[src/rtl/fifo_stream_ctrl_pkg.sv]
// fifo_stream_ctrl_pkg: controller states, default timing constants and output buffer sizing
package fifo_stream_ctrl_pkg;
  typedef enum logic [1:0] {RESET, FRST, GUARD, RUN} state_e;
  localparam int DEF_RST_CYCLES = 5;
  localparam int DEF_GUARD_CYCLES = 4;
  function automatic int obuf_depth(input int rd_lat);
    return rd_lat + 1;
  endfunction
endpackage

[src/rtl/fifo_stream_ctrl_if.sv]
// fifo_stream_ctrl_if: valid/ready/data stream with producer (master) and consumer (slave) views
interface fifo_stream_ctrl_if #(parameter int WIDTH = 9);
  logic valid;
  logic ready;
  logic [WIDTH-1:0] data;
  modport master (output valid, data, input ready);
  modport slave (input valid, data, output ready);
endinterface

[src/rtl/fifo_stream_obuf.sv]
// fifo_stream_obuf: circular output buffer that absorbs the FIFO primitive read latency
module fifo_stream_obuf import fifo_stream_ctrl_pkg::*; #(
  parameter int WIDTH = 9,
  parameter int RD_LAT = 1
) (
  input  logic             clk,
  input  logic             rst_n,
  input  logic             clr,
  input  logic             issue,
  input  logic [WIDTH-1:0] din,
  input  logic             ready,
  output logic             valid,
  output logic [WIDTH-1:0] dout,
  output logic             cap,
  output logic [1:0]       occ
);
  localparam int DEPTH = obuf_depth(RD_LAT);
  localparam int PW = $clog2(DEPTH);
  logic [WIDTH-1:0] mem_q [DEPTH];
  logic [WIDTH-1:0] mem_d [DEPTH];
  logic [PW-1:0] wp_q, wp_d, rp_q, rp_d;
  logic [1:0] occ_q, occ_d;
  logic [RD_LAT-1:0] vsr_q, vsr_d;
  logic pop;
  function automatic logic [PW-1:0] nxt(input logic [PW-1:0] p);
    return p == PW'(DEPTH - 1) ? '0 : p + PW'(1);
  endfunction
  assign valid = occ_q != 2'd0;
  assign dout = mem_q[rp_q];
  assign cap = vsr_q[RD_LAT-1];
  assign occ = occ_q;
  assign pop = valid & ready;
  always_comb begin
    mem_d = mem_q;
    if (cap) mem_d[wp_q] = din;
    vsr_d = clr ? '0 : RD_LAT'({vsr_q, issue});
    wp_d = clr ? '0 : cap ? nxt(wp_q) : wp_q;
    rp_d = clr ? '0 : pop ? nxt(rp_q) : rp_q;
    occ_d = clr ? '0 : occ_q + 2'(cap) - 2'(pop);
  end
  always_ff @(posedge clk or negedge rst_n)
    if (!rst_n) begin
      mem_q <= '{default: '0};
      wp_q <= '0;
      rp_q <= '0;
      occ_q <= '0;
      vsr_q <= '0;
    end else begin
      mem_q <= mem_d;
      wp_q <= wp_d;
      rp_q <= rp_d;
      occ_q <= occ_d;
      vsr_q <= vsr_d;
    end
endmodule

[src/rtl/fifo_stream_ctrl.sv]
// fifo_stream_ctrl: sequences the FIFO primitive reset/guard and bridges wr_en/rd_en to valid/ready streams
module fifo_stream_ctrl import fifo_stream_ctrl_pkg::*; #(
  parameter int WIDTH = 9,
  parameter int RD_LAT = 1,
  parameter int RST_CYCLES = DEF_RST_CYCLES,
  parameter int GUARD_CYCLES = DEF_GUARD_CYCLES
) (
  input  logic             clk,
  input  logic             rst_n,
  input  logic             flush,
  fifo_stream_ctrl_if.slave  s,
  fifo_stream_ctrl_if.master m,
  output logic             fifo_rst,
  output logic             fifo_wr_en,
  output logic             fifo_rd_en,
  output logic [WIDTH-1:0] fifo_din,
  input  logic [WIDTH-1:0] fifo_dout,
  input  logic             fifo_full,
  input  logic             fifo_empty,
  input  logic             fifo_rderr,
  input  logic             fifo_wrerr,
  output logic             busy,
  output logic             err
);
  localparam int DEPTH = obuf_depth(RD_LAT);
  state_e state_q, state_d;
  logic [7:0] cnt_q, cnt_d;
  logic [1:0] infl_q, infl_d, occ;
  logic err_q, err_d, run, clr, cap;
  assign run = state_q == RUN;
  assign clr = ~run | flush;
  assign busy = ~run;
  assign err = err_q;
  assign fifo_rst = state_q == RESET || state_q == FRST;
  assign s.ready = run & ~fifo_full;
  assign fifo_wr_en = s.valid & s.ready;
  assign fifo_din = s.data;
  // a pop in this cycle frees its slot now, so full-rate streaming has no bubbles
  assign fifo_rd_en = run & ~fifo_empty &
                      (3'(occ) + 3'(infl_q) - 3'(m.valid & m.ready) < 3'(DEPTH));
  always_comb begin
    state_d = state_q;
    cnt_d = cnt_q + 8'd1;
    unique case (state_q)
      RESET: begin state_d = FRST; cnt_d = '0; end
      FRST: if (cnt_q == 8'(RST_CYCLES - 1)) begin state_d = GUARD; cnt_d = '0; end
      GUARD: if (cnt_q == 8'(GUARD_CYCLES - 1)) begin state_d = RUN; cnt_d = '0; end
      RUN: begin cnt_d = '0; state_d = flush ? FRST : RUN; end
    endcase
    infl_d = clr ? '0 : infl_q + 2'(fifo_rd_en) - 2'(cap);
    err_d = err_q | (run & (fifo_rderr | fifo_wrerr));
  end
  always_ff @(posedge clk or negedge rst_n)
    if (!rst_n) begin
      state_q <= RESET;
      cnt_q <= '0;
      infl_q <= '0;
      err_q <= 1'b0;
    end else begin
      state_q <= state_d;
      cnt_q <= cnt_d;
      infl_q <= infl_d;
      err_q <= err_d;
    end
  fifo_stream_obuf #(.WIDTH(WIDTH), .RD_LAT(RD_LAT)) u_obuf (
    .clk(clk),
    .rst_n(rst_n),
    .clr(clr),
    .issue(fifo_rd_en),
    .din(fifo_dout),
    .ready(m.ready),
    .valid(m.valid),
    .dout(m.data),
    .cap(cap),
    .occ(occ)
  );
endmodule

[src/flat_wrapper.sv]
// flat-port wrapper written by rule: the top's interface ports become plain ports
module fifo_stream_ctrl_flat import fifo_stream_ctrl_pkg::*;
#(
  parameter int WIDTH = 9,
  parameter int RD_LAT = 1,
  parameter int RST_CYCLES = DEF_RST_CYCLES,
  parameter int GUARD_CYCLES = DEF_GUARD_CYCLES
)
  (clk, rst_n, flush, fifo_rst, fifo_wr_en, fifo_rd_en, fifo_din, fifo_dout, fifo_full, fifo_empty, fifo_rderr, fifo_wrerr, busy, err, s_valid, s_data, s_ready, m_valid, m_data, m_ready);
  fifo_stream_ctrl_if #(.WIDTH(WIDTH)) s_i ();
  fifo_stream_ctrl_if #(.WIDTH(WIDTH)) m_i ();
  input  logic clk;
  input  logic rst_n;
  input  logic flush;
  output logic fifo_rst;
  output logic fifo_wr_en;
  output logic fifo_rd_en;
  output logic [WIDTH-1:0] fifo_din;
  input  logic [WIDTH-1:0] fifo_dout;
  input  logic fifo_full;
  input  logic fifo_empty;
  input  logic fifo_rderr;
  input  logic fifo_wrerr;
  output logic busy;
  output logic err;
  input wire logic [$bits(s_i.valid)-1:0] s_valid;
  input wire logic [$bits(s_i.data)-1:0] s_data;
  output wire logic [$bits(s_i.ready)-1:0] s_ready;
  output wire logic [$bits(m_i.valid)-1:0] m_valid;
  output wire logic [$bits(m_i.data)-1:0] m_data;
  input wire logic [$bits(m_i.ready)-1:0] m_ready;
  assign s_i.valid = s_valid;
  assign s_i.data = s_data;
  assign s_ready = s_i.ready;
  assign m_valid = m_i.valid;
  assign m_data = m_i.data;
  assign m_i.ready = m_ready;
  fifo_stream_ctrl #(.WIDTH(WIDTH), .RD_LAT(RD_LAT), .RST_CYCLES(RST_CYCLES), .GUARD_CYCLES(GUARD_CYCLES)) u_core (.clk(clk), .rst_n(rst_n), .flush(flush), .s(s_i), .m(m_i), .fifo_rst(fifo_rst), .fifo_wr_en(fifo_wr_en), .fifo_rd_en(fifo_rd_en), .fifo_din(fifo_din), .fifo_dout(fifo_dout), .fifo_full(fifo_full), .fifo_empty(fifo_empty), .fifo_rderr(fifo_rderr), .fifo_wrerr(fifo_wrerr), .busy(busy), .err(err));
endmodule
[config.mk]
export PLATFORM = sky130hd
export DESIGN_NAME = fifo_stream_ctrl_flat
export DESIGN_NICKNAME = d
export VERILOG_FILES = /design/src/rtl/fifo_stream_ctrl_pkg.sv /design/src/rtl/fifo_stream_ctrl_if.sv /design/src/rtl/fifo_stream_obuf.sv /design/src/rtl/fifo_stream_ctrl.sv /design/src/flat_wrapper.sv
export SDC_FILE = /design/constraint.sdc
export NUM_CORES = 1
export LEC_CHECK = 0
export CAP_MARGIN = 10
export CORE_AREA = 5 5 93 95
export CTS_BUF_LIST = sky130_fd_sc_hd__clkbuf_8
export CTS_CLUSTER_DIAMETER = 100
export CTS_CLUSTER_SIZE = 16
export DETAILED_ROUTE_END_ITERATION = 6
export DIE_AREA = 0 0 98 100
export GPL_TIMING_DRIVEN = 1
export PLACE_DENSITY = 0.49
export SYNTH_ARGS = -nofsm -noshare
export SYNTH_HDL_FRONTEND = slang
export SYNTH_HIERARCHICAL = 1
export SYNTH_SLANG_ARGS = --single-unit
[constraint.sdc]
create_clock -name clk -period 3.4 [get_ports clk]
set_input_delay 0.34 -clock clk [delete_from_list [all_inputs] [get_ports clk]]
set_output_delay 0.34 -clock clk [all_outputs]
set_load 0.05 [all_outputs]
==> impl_metrics.toml, run 1 <==
[sta]
fmax_mhz = 331
setup_violations = 0
rsz0062_at_grt = "no"
drv_slew = 0
skew_ns = 0.00219
hold_violations = 0
tightest_slew_ns = 0.825
setup_ws_ns = 0.378
layout_min_cycle_time_ns = 3.02
slew_headroom = 0.450
post-route-period-util = 0.889
fin_tns_setup_ns = 0

[layout]
syn_to_final_growth_pct = 27.5
drive_above_1_share = 0.258
fillers = 785
nNetsFinal = 221
utilization = 0.315
n_antenna_cell = 0
final_cells = 288

[yosys]
synth_cells = 156
ys_ff_latch = 36
ys_seq_area_frac = 0.476
synth.most_common_cell = "dfrtp_1"
synth_top_area_cell = "dfrtp_1"
synthTopCellsByArea = "dfrtp_1, mux2_2, ha_1, buf_4, inv_1"
synthDistinctLibCells = 35
synth_warnings = 6
synth-async-reset-ratio = 1.00
syn_area_um2 = 1890
synth_top_area_frac = 0.476
syn-num-nets = 192
yosys-top-cells-count = "dfrtp_1, mux2_2, inv_1"
synth_ff_type = "dfrtp_1"
synth-edff-count = 0
avgSynthCellArea_um2 = 12.1

[clock_tree]
clock_latency_ns = 0.28
cts_tree = "done"
cts_made_buffers = 5
post_cts_resized = 0
cts_max_path_buffers = 2
cts_hold_buf = 0
post_cts_buffers = 0
clkTransAtPathRegs_ns = 0.07
clockRootBuffer = "clkbuf_8"
cts.sinks = 36
htree_num_levels = 2

[detailed_routing]
routed_wl_um = 3490
drtPass1Iterations = 3
wire_per_inst_um = 12.1
drc = 0
vias = 1188
drt_iter0_drc = 19
ant_nets = 0
via_per_inst = 4.13

[outcome]
status = "complete, no violations"

[placement]
placedCellCount = 280
dp_worst_setup_slack_ns = 0.475
place_congestion = 0.680
portBuffers = 33
detailedPlacementHpwl_um = 2480

[critical_path]
timing.critical_path.required_ns = 3.06
r2r_start = "u_core/u_obuf/occ[0]$_DFF_PN0_"
arrival_ns = 2.68
cp-startpoint = "u_core/u_obuf/occ[0]$_DFF_PN0_"
worst-path-max-fanout = 4
worstSetupEndpointType = "output pin"
critPathKind = "flip-flop to output pin"
startpoint_type = "flip-flop"

[die]
fp.dieW_um = 98
start_util = 0.247
core_area_um2 = 7650
die_h_um = 100
pin_count = 52
row_count = 32
die_area_um2 = 9800

[power_and_ir_drop]
p_leak_nw = 1.03
p_total_w = 0.00168
power_density_nw_per_um2 = 696
peakVddDrop_v = 0.000315

[global_routing]
track_usage = 0.0758
grt_max_degree = 37
grt_pass1_wl_um = 6070
grt_pass1_vias = 1285
grt_overflow = 0
antenna_found_initial = 0

[run]
cap_violations = 0

[min_path]
hold_class = "input pin to async pin"
per-stage QoR:
| step | cell area [µm²] | hold WS (ns) |
|---|---|---|
| floorplan | 1910 | 0.0444 |
| global route | 2410 | 0.223 |
| global placement | 2290 | 0.471 |
| CTS | 2410 | 0.190 |
| detailed placement | 2290 | 0.465 |
| finish | 2410 | 0.151 |
sequential cells by signal, indices dropped and copies added (netlist names):
signal and count:
u_core/infl_q 2, u_core/u_obuf/cap 1, u_core/u_obuf/rp_q 1, u_core/cnt_q 8, u_core/u_obuf/mem_q 18, u_core/err 1, u_core/u_obuf/wp_q 1, u_core/u_obuf/occ 2
u_core/state_q 2
routing by layer:
layer  global-route usage  wire length [µm]  vias to the layer above
li1                     -                 -                      582
met1               0.0929              1620                      573
met2                0.120              1620                       24
met3               0.0299               201                        9
met4               0.0288                46                        0
met5                    0                 0                        -
where the power goes:
part	switching [W]	internal (W)
Sequential	0.0000693	0.000512
Clock	0.000155	0.000259
Combinational	0.000408	0.000275
Total	0.000632	0.00105
cells by family (layout without fill, tap and decap cells):
group | count (synthesis) | in the layout | synth area share
AOI/OAI and AO/OA | 17 | 17 | 0.0701
buffers and inverters | 23 | 53 | 0.0681
xor gates and xnor gates | 8 | 8 | 0.0443
adders and majority gates | 9 | 9 | 0.0635
muxes | 28 | 28 | 0.167
and+or+nand+nor | 35 | 35 | 0.111
DFF | 36 | 36 | 0.476
final timing paths:
kind	endpoint	slack [ns]	cells after the start
hold / removal	u_core/state_q[0]$_DFFE_PN0P_	0.15	1
max in group asynchronous	u_core/u_obuf/mem_q[17]$_DFFE_PN0P_	2.73	1
setup / recovery	fifo_rd_en	0.38	8
hold reg to reg	u_core/err$_DFF_PN0_	0.48	1
setup reg to reg	u_core/infl_q[1]$_DFF_PN0_	0.54	11
min in group clk	u_core/err$_DFF_PN0_	0.48	1
worst max-delay path, stage by stage, from the launching register on:
cell and delay [ns]:
dfrtp_1 0.40, or2_2 0.30, and2_1 0.16, ha_1 0.25, nand2b_1 0.15, fa_1 0.37, xnor2_1 0.17, nor4b_4 0.40
buf_12 0.19
cells in the final DEF, fill, tap and decap left out, types with 2 or more instances in the layout:
cell,netlist,final
inv_1,12,12
a22oi_1,3,3
ha_1,8,8
nor2b_1,5,5
o21ai_4,2,2
nand2_1,3,3
xnor2_1,5,5
dfrtp_1,36,36
or3_1,3,3
o21ai_0,3,3
nor2_1,8,8
and2_1,2,2
xor2_1,2,2
clkbuf_8,0,7
a21oi_1,4,4
mux2_2,28,28
clkdlybuf4s50_1,0,31
nand3_1,4,4
or2_2,2,2
cell type report:
| cell class | instances | area [µm²] | share of cell area |
|---|---|---|---|
| flip-flops and latches | 36 | 901 | 0.373 |
| clock buffers | 7 | 96.3 | 0.0399 |
| repair buffers | 33 | 335 | 0.139 |
| well taps | 102 | 128 | 0.0529 |
| inverters | 12 | 45.0 | 0.0187 |
| multi-input cells | 97 | 877 | 0.364 |
| clock inverters | 1 | 30.0 | 0.0124 |
Power figures use the tool's default switching activity.
==> run 2, diff against run 1 <==
--- a/config.mk
+++ b/config.mk
@@ -6,14 +6,14 @@
 export NUM_CORES = 1
 export LEC_CHECK = 0
 export CAP_MARGIN = 10
-export CORE_AREA = 5 5 93 95
+export CORE_AREA = 5 5 130 70
 export CTS_BUF_LIST = sky130_fd_sc_hd__clkbuf_8
 export CTS_CLUSTER_DIAMETER = 100
 export CTS_CLUSTER_SIZE = 16
 export DETAILED_ROUTE_END_ITERATION = 6
-export DIE_AREA = 0 0 98 100
+export DIE_AREA = 0 0 135 75
 export GPL_TIMING_DRIVEN = 1
-export PLACE_DENSITY = 0.49
+export PLACE_DENSITY = 0.48
 export SYNTH_ARGS = -nofsm -noshare
 export SYNTH_HDL_FRONTEND = slang
 export SYNTH_HIERARCHICAL = 1
==> impl_metrics.toml, run 2 (synthesis results as in run 1) <==
[outcome]
status = "complete, no violations"

[detailed_routing]
wire_per_inst_um = 12.3
drtPass1Iterations = 3
ant_nets = 0
routed_wl_um = 3660
via_per_inst = 3.98
vias = 1187
drt_iter0_drc = 76
drc = 0

[global_routing]
antenna_found_initial = 0
use_met3 = 0.0340
grt_pass1_vias = 1220
grt_overflow = 0
grt_pass1_wl_um = 6100
grt.busiest_layer = "met1"
grtUsageMet1 = 0.118
track_usage = 0.0779
grtUsageMet2 = 0.101
grt_max_degree = 37

[critical_path]
critPathKind = "flip-flop to output pin"
crit_chain = "or2_2 -> and2_1 -> ha_1 -> nand2b_1 -> fa_1 -> xnor2_1 -> nor4b_4 -> buf_12"
endpoint = "fifo_rd_en"
startpoint_type = "flip-flop"
regToRegSetupSlack_ns = 0.54
ff2ff_path_depth = 11
critPathSlowestCell = "dfrtp_1"
worstSetupEndpointType = "output pin"
cp-startpoint = "u_core/u_obuf/occ[0]$_DFF_PN0_"
r2r-end = "u_core/infl_q[1]$_DFF_PN0_"
r2r_start = "u_core/u_obuf/occ[0]$_DFF_PN0_"
arrival_ns = 2.68
timing.critical_path.required_ns = 3.06
max_stage_delay_ns = 0.42
worst-path-max-fanout = 4

[die]
die_h_um = 75
fp.dieW_um = 135
pin_count = 52
core_area_um2 = 7800
start_util = 0.243
die_area_um2 = 10100
row_count = 23

[layout]
nNetsFinal = 221
register_area_um2 = 901
mostFrequentLayoutCells = "dfrtp_1, clkdlybuf4s50_1, mux2_2, inv_1"
regMostFlops = "u_core/u_obuf/mem_q"
largest_reg_flops = 18
layout_commonest_cell = "dfrtp_1"
drive_above_1_share = 0.247
multi_input_area_um2 = 877
final_cells = 298
utilization = 0.306
biggestRegsByFlops = "u_core/u_obuf/mem_q x18, u_core/cnt_q x8"
syn_to_final_growth_pct = 26.3
fillers = 804
n_antenna_cell = 0

[sta]
setup_violations = 0
skew_ns = 0.00363
slew_headroom = 0.448
rsz0062_at_grt = "no"
fmax_mhz = 331
drv_slew = 0
fin_tns_setup_ns = 0
layout_min_cycle_time_ns = 3.02
setup_ws_ns = 0.376
holdWs_ns = 0.154
hold_violations = 0
post-route-period-util = 0.889
tightest_slew_ns = 0.828

[placement]
placedCellCount = 290
place_congestion = 0.745
dp_worst_setup_slack_ns = 0.482
detailedPlacementHpwl_um = 2650
portBuffers = 33

[clock_tree]
post_cts_buffers = 0
htree_num_levels = 2
cts_tree = "done"
cts_made_buffers = 5
cts_max_path_buffers = 2
clockRootBuffer = "clkbuf_8"
cts.sinks = 36
clkTransAtPathRegs_ns = 0.07
cts_hold_buf = 0
clock_latency_ns = 0.28
post_cts_resized = 0

[power_and_ir_drop]
peakVddDrop_v = 0.000290
p_leak_nw = 1.02
power_density_nw_per_um2 = 662

[run]
cap_violations = 0

[min_path]
hold_class = "input pin to async pin"
-- run 2: cell types whose count changed in the layout (fill, tap and decap cells not counted), sizes merged --
cell	previous run	this run
inv	12	14
clkbuf	7	6
bufinv	1	0
-- run 2: through the flow --
step | instance area (µm²) | total power (W)
after global placement | 2300 | 0.00128
after global routing | 2390 | 0.00168
after floorplan | 1910 | 0.00109
after CTS | 2390 | 0.00161
after detailed placement | 2300 | 0.00128
final | 2390 | 0.00158
-- run 2: cell type report --
cell class / count / area share
timing repair buffer: 33 / 0.140
inverter: 12 / 0.0189
clock buffer: 6 / 0.0346
multi-input combinational: 97 / 0.367
sequential: 36 / 0.377
tap: 112 / 0.0587
clock inverter: 2 / 0.00314
-- run 2: critical path: cells and delay by family, from the launching register on --
family | cells | cell delay [ns]
simple gates | 4 | 1.00
xor+xnor | 1 | 0.16
fa+ha+maj | 2 | 0.64
flops | 1 | 0.42
buf+inv | 1 | 0.18
-- run 2: report_power, final --
group | leakage (nW) | switching (W) | internal, W | total (W)
sequential | 0.459 | 0.0000695 | 0.000512 | 0.000582
clock | 0.0538 | 0.000153 | 0.000159 | 0.000312
combinational | 0.509 | 0.000411 | 0.000276 | 0.000687
total | 1.02 | 0.000633 | 0.000948 | 0.00158
-- run 2: worst min path at each step --
| stage | from | depth (start not counted) | end |
|---|---|---|---|
| 6_report | rst_n | 1 | u_core/u_obuf/mem_q[4]$_DFFE_PN0P_ |
| 5_1_grt | rst_n | 1 | u_core/u_obuf/mem_q[13]$_DFFE_PN0P_ |
| 4_1_cts | rst_n | 1 | u_core/u_obuf/mem_q[17]$_DFFE_PN0P_ |
| 3_5_place_dp | u_core/err$_DFF_PN0_ | 1 | u_core/err$_DFF_PN0_ |
| 3_3_place_gp | u_core/err$_DFF_PN0_ | 1 | u_core/err$_DFF_PN0_ |
| 2_1_floorplan | rst_n | 0 | u_core/cnt_q[0]$_DFF_PN0_ |
-- run 2: metal layers --
metal / wire length [µm] / vias up
met1: 2050 / 583
met3: 162 / 2
met5: 0 / -
met2: 1440 / 18
li1: - / 584
met4: 6 / 0
